===== config.mk =====
export PLATFORM = sky130hd
export DESIGN_NAME = servo_pwm_array_flat
export DESIGN_NICKNAME = d
export VERILOG_FILES = /design/src/rtl/servo_pwm_array_if.sv /design/src/rtl/servo_pwm_array.sv /design/src/flat_wrapper.sv
export SDC_FILE = /design/constraint.sdc
export NUM_CORES = 1
export LEC_CHECK = 0
export CORE_MARGIN = 2
export CORE_UTILIZATION = 35
export DETAILED_ROUTE_END_ITERATION = 8
export MAX_ROUTING_LAYER = met4
export SKIP_CTS_REPAIR_TIMING = 1
export SLEW_MARGIN = 30
export SYNTH_ARGS = -nofsm -noshare
export SYNTH_HDL_FRONTEND = slang
export SYNTH_SLANG_ARGS = --single-unit

===== constraint.sdc =====
create_clock -name PCLK -period 31.3 [get_ports PCLK]
set_input_delay 3.13 -clock PCLK [delete_from_list [all_inputs] [get_ports PCLK]]
set_output_delay 3.13 -clock PCLK [all_outputs]
set_load 0.01 [all_outputs]

===== src/rtl/servo_pwm_array_if.sv =====
// APB3 bus bundle for the servo PWM array: master drives the request side,
// slave returns read data, ready and error.
interface servo_pwm_array_if;
   logic        PSEL;
   logic        PENABLE;
   logic        PWRITE;
   logic [31:0] PADDR;
   logic [31:0] PWDATA;
   logic [31:0] PRDATA;
   logic        PREADY;
   logic        PSLVERR;

   modport master (
      output PSEL, PENABLE, PWRITE, PADDR, PWDATA,
      input  PRDATA, PREADY, PSLVERR
   );

   modport slave (
      input  PSEL, PENABLE, PWRITE, PADDR, PWDATA,
      output PRDATA, PREADY, PSLVERR
   );
endinterface


===== src/rtl/servo_pwm_array.sv =====
// APB3 servo PWM array: NUM_CH channels sharing one period counter, double-buffered
// clamped pulse widths. Define SERVO_SLEW_EN to rate-limit active widths per period.
module servo_pwm_array #(
   parameter int NUM_CH     = 4,
   parameter int CNT_W      = 32,
   parameter int DEF_PERIOD = 2000000,
   parameter int DEF_PULSE  = 150000,
   parameter int MIN_PULSE  = 100000,
   parameter int MAX_PULSE  = 200000,
   parameter int DEF_SLEW   = 1000
) (
   input  logic               PCLK,
   input  logic               PRESET,
   servo_pwm_array_if.slave   apb,
   output logic [NUM_CH-1:0]  pwm_out
);

   localparam int CH_W = (NUM_CH > 1) ? $clog2(NUM_CH) : 1;

   logic [NUM_CH-1:0]            ctrl_reg;
   logic [CNT_W-1:0]             period_reg;
   logic [CNT_W-1:0]             count_reg;
   logic [CNT_W-1:0]             slew_val;
   logic [NUM_CH-1:0][CNT_W-1:0] target_vec;
   logic [NUM_CH-1:0][CNT_W-1:0] active_vec;

   logic [11:0]      addr;
   logic [5:0]       ch_idx;
   logic [CH_W-1:0]  ch_sel;
   logic             dec_err;
   logic             ro_hit;
   logic             period_bad;
   logic             perr;
   logic             access;
   logic             wr_en;
   logic             wr_tgt;
   logic             wrap;
   logic [31:0]      rdata;
   logic [31:0]      wdata_clamp;
   logic [CNT_W-1:0] wdata_cnt;
   logic             unused_addr_bits;

   assign addr             = apb.PADDR[11:0];
   assign ch_idx           = addr[7:2];
   assign ch_sel           = ch_idx[CH_W-1:0];
   assign unused_addr_bits = ^apb.PADDR[31:12];

   always_comb begin
      dec_err = 1'b0;
      ro_hit  = 1'b0;
      rdata   = '0;
      if (addr[1:0] != 2'b00) begin
         dec_err = 1'b1;
      end else if (addr[11:8] == 4'h0) begin
         case (addr[7:0])
            8'h00:   rdata = 32'(ctrl_reg);
            8'h04:   rdata = 32'(period_reg);
            8'h08:   rdata = 32'(slew_val);
            8'h0C: begin
               rdata  = 32'(count_reg);
               ro_hit = 1'b1;
            end
            default: dec_err = 1'b1;
         endcase
      end else if (addr[11:8] == 4'h1 || addr[11:8] == 4'h2) begin
         // Channel windows: 0x1xx targets (RW), 0x2xx active widths (RO)
         if (ch_idx >= 6'(NUM_CH)) begin
            dec_err = 1'b1;
         end else begin
            rdata  = addr[9] ? 32'(active_vec[ch_sel]) : 32'(target_vec[ch_sel]);
            ro_hit = addr[9];
         end
      end else begin
         dec_err = 1'b1;
      end
   end

   assign period_bad = (addr == 12'h004) && (apb.PWDATA < 32'd2);
   assign perr       = dec_err | (apb.PWRITE & (ro_hit | period_bad));
   assign access     = apb.PSEL & apb.PENABLE;
   assign wr_en      = access & apb.PWRITE & ~perr;
   assign wr_tgt     = wr_en & (addr[11:8] == 4'h1);

   assign apb.PREADY  = 1'b1;
   assign apb.PSLVERR = access & perr;
   assign apb.PRDATA  = (apb.PSEL & ~apb.PWRITE & ~perr) ? rdata : 32'd0;

   always_comb begin
      if (apb.PWDATA < 32'(MIN_PULSE))
         wdata_clamp = 32'(MIN_PULSE);
      else if (apb.PWDATA > 32'(MAX_PULSE))
         wdata_clamp = 32'(MAX_PULSE);
      else
         wdata_clamp = apb.PWDATA;
   end

   assign wdata_cnt = CNT_W'(apb.PWDATA);

   // Compare against the live period so a shrinking PERIOD wraps at once
   assign wrap = (count_reg >= period_reg - CNT_W'(1));

   always_ff @(posedge PCLK or posedge PRESET) begin
      if (PRESET) begin
         ctrl_reg   <= '0;
         period_reg <= CNT_W'(DEF_PERIOD);
         count_reg  <= '0;
      end else begin
         count_reg <= wrap ? '0 : count_reg + CNT_W'(1);
         if (wr_en && addr == 12'h000)
            ctrl_reg <= apb.PWDATA[NUM_CH-1:0];
         if (wr_en && addr == 12'h004)
            period_reg <= wdata_cnt;
      end
   end

`ifdef SERVO_SLEW_EN
   logic [CNT_W-1:0] slew_reg;

   always_ff @(posedge PCLK or posedge PRESET) begin
      if (PRESET)
         slew_reg <= CNT_W'(DEF_SLEW);
      else if (wr_en && addr == 12'h008)
         slew_reg <= wdata_cnt;
   end

   assign slew_val = slew_reg;
`else
   assign slew_val = '0;
`endif

   genvar gi;
   generate
      for (gi = 0; gi < NUM_CH; gi++) begin : g_ch
         logic [CNT_W-1:0] target_reg;
         logic [CNT_W-1:0] active_reg;
         logic [CNT_W-1:0] active_next;
         logic             pwm_reg;

`ifdef SERVO_SLEW_EN
         logic [CNT_W-1:0] diff;
         logic [CNT_W-1:0] step;

         assign diff        = (target_reg > active_reg) ? target_reg - active_reg
                                                        : active_reg - target_reg;
         assign step        = (diff < slew_val) ? diff : slew_val;
         assign active_next = (target_reg > active_reg) ? active_reg + step
                                                        : active_reg - step;
`else
         assign active_next = target_reg;
`endif

         always_ff @(posedge PCLK or posedge PRESET) begin
            if (PRESET) begin
               target_reg <= CNT_W'(DEF_PULSE);
               active_reg <= CNT_W'(DEF_PULSE);
               pwm_reg    <= 1'b0;
            end else begin
               if (wr_tgt && ch_sel == CH_W'(gi))
                  target_reg <= CNT_W'(wdata_clamp);
               if (wrap)
                  active_reg <= active_next;
               pwm_reg <= ctrl_reg[gi] & (count_reg < active_reg);
            end
         end

         assign target_vec[gi] = target_reg;
         assign active_vec[gi] = active_reg;
         assign pwm_out[gi]    = pwm_reg;
      end
   endgenerate

endmodule


===== src/flat_wrapper.sv =====
// flat-port wrapper written by rule: the top's interface ports become plain ports
module servo_pwm_array_flat 
#(
   parameter int NUM_CH     = 4,
   parameter int CNT_W      = 32,
   parameter int DEF_PERIOD = 2000000,
   parameter int DEF_PULSE  = 150000,
   parameter int MIN_PULSE  = 100000,
   parameter int MAX_PULSE  = 200000,
   parameter int DEF_SLEW   = 1000
)
  (PCLK, PRESET, pwm_out, apb_PSEL, apb_PENABLE, apb_PWRITE, apb_PADDR, apb_PWDATA, apb_PRDATA, apb_PREADY, apb_PSLVERR);
  servo_pwm_array_if apb_i ();
  input  logic PCLK;
  input  logic PRESET;
  output logic [NUM_CH-1:0] pwm_out;
  input wire logic [$bits(apb_i.PSEL)-1:0] apb_PSEL;
  input wire logic [$bits(apb_i.PENABLE)-1:0] apb_PENABLE;
  input wire logic [$bits(apb_i.PWRITE)-1:0] apb_PWRITE;
  input wire logic [$bits(apb_i.PADDR)-1:0] apb_PADDR;
  input wire logic [$bits(apb_i.PWDATA)-1:0] apb_PWDATA;
  output wire logic [$bits(apb_i.PRDATA)-1:0] apb_PRDATA;
  output wire logic [$bits(apb_i.PREADY)-1:0] apb_PREADY;
  output wire logic [$bits(apb_i.PSLVERR)-1:0] apb_PSLVERR;
  assign apb_i.PSEL = apb_PSEL;
  assign apb_i.PENABLE = apb_PENABLE;
  assign apb_i.PWRITE = apb_PWRITE;
  assign apb_i.PADDR = apb_PADDR;
  assign apb_i.PWDATA = apb_PWDATA;
  assign apb_PRDATA = apb_i.PRDATA;
  assign apb_PREADY = apb_i.PREADY;
  assign apb_PSLVERR = apb_i.PSLVERR;
  servo_pwm_array #(.NUM_CH(NUM_CH), .CNT_W(CNT_W), .DEF_PERIOD(DEF_PERIOD), .DEF_PULSE(DEF_PULSE), .MIN_PULSE(MIN_PULSE), .MAX_PULSE(MAX_PULSE), .DEF_SLEW(DEF_SLEW)) u_core (.PCLK(PCLK), .PRESET(PRESET), .apb(apb_i), .pwm_out(pwm_out));
endmodule

==> flow_metrics.py <==
metrics = {
    "layout": {
        "postLayoutCellArea_mm2": 0.02248,
        "final_core_util_pct": 40.09,
        "layout-drive-gt1-share_pct": 21.27,
        "multi_input_area_mm2": 0.01056,
        "final_nets": 2100,
        "areaGrowthSynthToFinish_pct": 13.83,
        "final-seq-area_mm2": 0.008297,
        "num-fill-cells": 5387,
        "antenna_cells": 0,
    },
    "detailed_routing": {
        "dr.pass1.iters": 5,
        "vias": 14900,
        "drtIter0Drc": 1211,
        "routed_wl_um": 63280,
        "wl_per_cell_um": 23.87,
        "avgViaCountPerCell": 5.620,
        "antenna_left": 0,
        "post-route-drc-count": 0,
    },
    "grt": {
        "grt_pass1_vias": 15230,
        "grt_first_pass_wirelength_um": 95790,
        "grtUsageTotal_pct": 22.14,
        "grt_max_degree": 108,
        "grt-ovfl-total": 0,
        "antenna_found_initial": 3,
    },
    "synthesis": {
        "yosys_warnings": 0,
        "yosys_most_used_dff": "dfrtp_1",
        "ys_types": 72,
        "synthSimpleGateAreaFrac_pct": 13.60,
        "synth_edf_count": 0,
        "yosysSeqAreaShare_pct": 42.02,
        "synthTopCellsByCount": "257 x dfrtp_1, 166 x mux2_2, 158 x ha_1",
        "syn_inst": 1814,
        "yosysMostFrequentCell": "dfrtp_1",
        "synth_compound_area_share_pct": 10.36,
        "synth_xor_area_share_pct": 2.662,
        "synth_fp_nets": 2041,
        "synth_fa_ha_area_share_pct": 10.01,
        "synth.area.top_cells": "dfrtp_1 33%, ha_1 10%, mux2_2 9.5%",
        "synth_top_family_by_area": "multiplexers",
        "synth_top_area_share_pct": 32.57,
        "syn_area_mm2": 0.01974,
        "synth_largest_area_cell": "dfrtp_1",
        "muxShareOfSynthArea_pct": 16.67,
        "synth_seq_cells": 328,
        "synthArstFlopShare_pct": 100.0,
        "syn_area_per_cell_um2": 10.88,
    },
    "placement": {
        "globalplace.congestion": 0.9415,
        "postPlaceCellArea_mm2": 0.02134,
        "portBuffers": 85,
        "dp_hpwl_um": 42630,
    },
    "run_status": {
        "outcome": "finished clean",
    },
    "power_and_ir_drop": {
        "p_leak_nw": 9.922,
        "swShare_pct": 28.81,
        "switchingPower_mw": 0.3010,
        "clkPwrFrac_pct": 40.2,
        "power_frac_comb_pct": 18.4,
        "power_density_mw_per_mm2": 46.47,
        "power_frac_seq_pct": 41.4,
        "internal_power_mw": 0.7435,
        "irDropWorstVdd_v": 0.00006520,
    },
    "worst_setup_path": {
        "arrival_ns": 7.17,
        "path_max_fanout": 32,
        "crit_path_end": "apb_PRDATA[12]",
        "path_class": "in2out",
        "end_kind": "output pin",
        "cp.required_ns": 28.17,
        "regToRegEndpoint": "u_core.g_ch[3].active_reg[9]$_DFFE_PP0P_",
        "rr_startpoint": "u_core.period_reg[2]$_DFFE_PP0P_",
        "crit_path_start": "apb_PADDR[8]",
        "start_kind": "input port",
        "rr_worst_depth": 14,
        "r2r_slack_ns": 25.53,
    },
    "floorplanning": {
        "dieArea_mm2": 0.05833,
        "start_util_pct": 35.22,
        "rows": 87,
        "fp.dieW_um": 241.5,
        "die_h_um": 241.5,
        "io-pin-count": 107,
        "fp.coreArea_mm2": 0.05606,
    },
    "timing": {
        "drv_slew": 0,
        "setup_violations": 0,
        "tns_ns": 0,
        "timing.slew.headroom_pct": 39.19,
        "finalHoldViolCount": 0,
        "clock_skew_ns": 0.01652,
        "worstMarginPinSlew_ns": 0.9095,
        "finalCritPeriodShare_pct": 32.89,
        "rsz0062_at_grt": "no",
        "max_freq_mhz": 97.13,
        "period_needed_ns": 10.30,
    },
    "hold_path": {
        "hp-start": "u_core.g_ch[0].active_next[8]$_DFFE_PP1P_",
        "hold_class": "reg2reg",
    },
    "clocking": {
        "clock_latency_ns": 0.56,
        "h-tree-depth": 2,
        "cts_root_buf": "clkbuf_16",
        "cts-buffers-inserted": 36,
        "cts_buffer_depth": 3,
        "clock_sink_count": 328,
        "cts.reportedPaths.clkPinSlew_ns": 0.05,
        "cts_tree": "built",
    },
    "job": {
        "maxCapViolations": 0,
    },
}
[routing by layer]
metal	share of wire, %	wire length (µm)	GRT usage (%)
met1	44	27900	29.63
met2	45	28780	33.54
met3	6.4	4032	3.263
met4	4.1	2566	9.335
met5	0	0	-
[metrics by stage]
stage	hold WS [ns]	setup slack (ns)	total power, mW	cells
4_1_cts	0.4923	20.98	1.050	2651
3_5_place_dp	0.4842	20.98	0.6294	2591
2_1_floorplan	0.4623	19.20	0.5663	1814
6_report	0.4909	21.00	1.044	2651
5_1_grt	0.5089	20.85	1.079	2651
3_3_place_gp	0.4808	20.99	0.6280	2591
[critical path, stage by stage]
cell,delay [ns]
clkdlybuf4s50_1,0.82
nor3_2,0.33
buf_4,0.50
o21ai_1,0.14
or3b_1,0.36
buf_4,0.31
nor4_1,0.85
clkdlybuf4s50_1,0.69
[placed cells by master, fill, tap and decap left out, drive strengths merged, types with 35 or more instances in the layout]
master / instances
and2: 89
nor2: 77
nand2: 82
o21ai: 55
nand4: 37
nor3: 54
dfrtp: 257
clkbuf: 57
dfstp: 71
xnor2: 43
inv: 137
mux4: 45
ha: 158
mux2: 192
o22ai: 35
a21oi: 106
clkdlybuf4s50: 82
[cell type report]
cell class,instances,share of cell area (%)
Clock buffer,57,4.854
Clock inverter,3,0.1781
Inverter,137,2.321
Multi-Input combinational cell,1262,46.96
Sequential cell,328,36.91
Tap cell,756,4.209
Timing Repair Buffer,108,4.559
[worst min-delay path by stage]
| stage | endpoint | slack, ns | cells past startpoint |
|---|---|---|---|
| after floorplan | u_core.g_ch[2].active_next[16]$_DFFE_PP0P_ | 0.46 | 2 |
| after global placement | u_core.g_ch[0].active_next[8]$_DFFE_PP1P_ | 0.48 | 2 |
| after detailed placement | u_core.g_ch[0].active_next[8]$_DFFE_PP1P_ | 0.48 | 2 |
| after CTS | u_core.g_ch[0].active_next[8]$_DFFE_PP1P_ | 0.49 | 2 |
| after global routing | u_core.g_ch[0].active_next[8]$_DFFE_PP1P_ | 0.51 | 2 |
| final | u_core.g_ch[0].active_next[8]$_DFFE_PP1P_ | 0.49 | 2 |
[power groups by stage]
stage               sequential [mW]  clock, mW  combinational (mW)
floorplan                     0.438          0               0.128
global placement              0.440          0               0.188
detailed placement            0.440          0               0.189
CTS                           0.433      0.428               0.190
global route                  0.433      0.444               0.203
finish                        0.433      0.420               0.192
[logic make-up (layout without fill, tap and decap cells)]
| logic type | after synthesis | in the layout |
|---|---|---|
| simple gates | 481 | 481 |
| flops | 328 | 328 |
| compound gates | 321 | 321 |
| mux | 241 | 241 |
| buf+inv | 224 | 305 |
| fa+ha+maj | 158 | 158 |
| xor+xnor | 60 | 60 |
| other cells | 1 | 1 |
(Power assumes the default switching activity.)
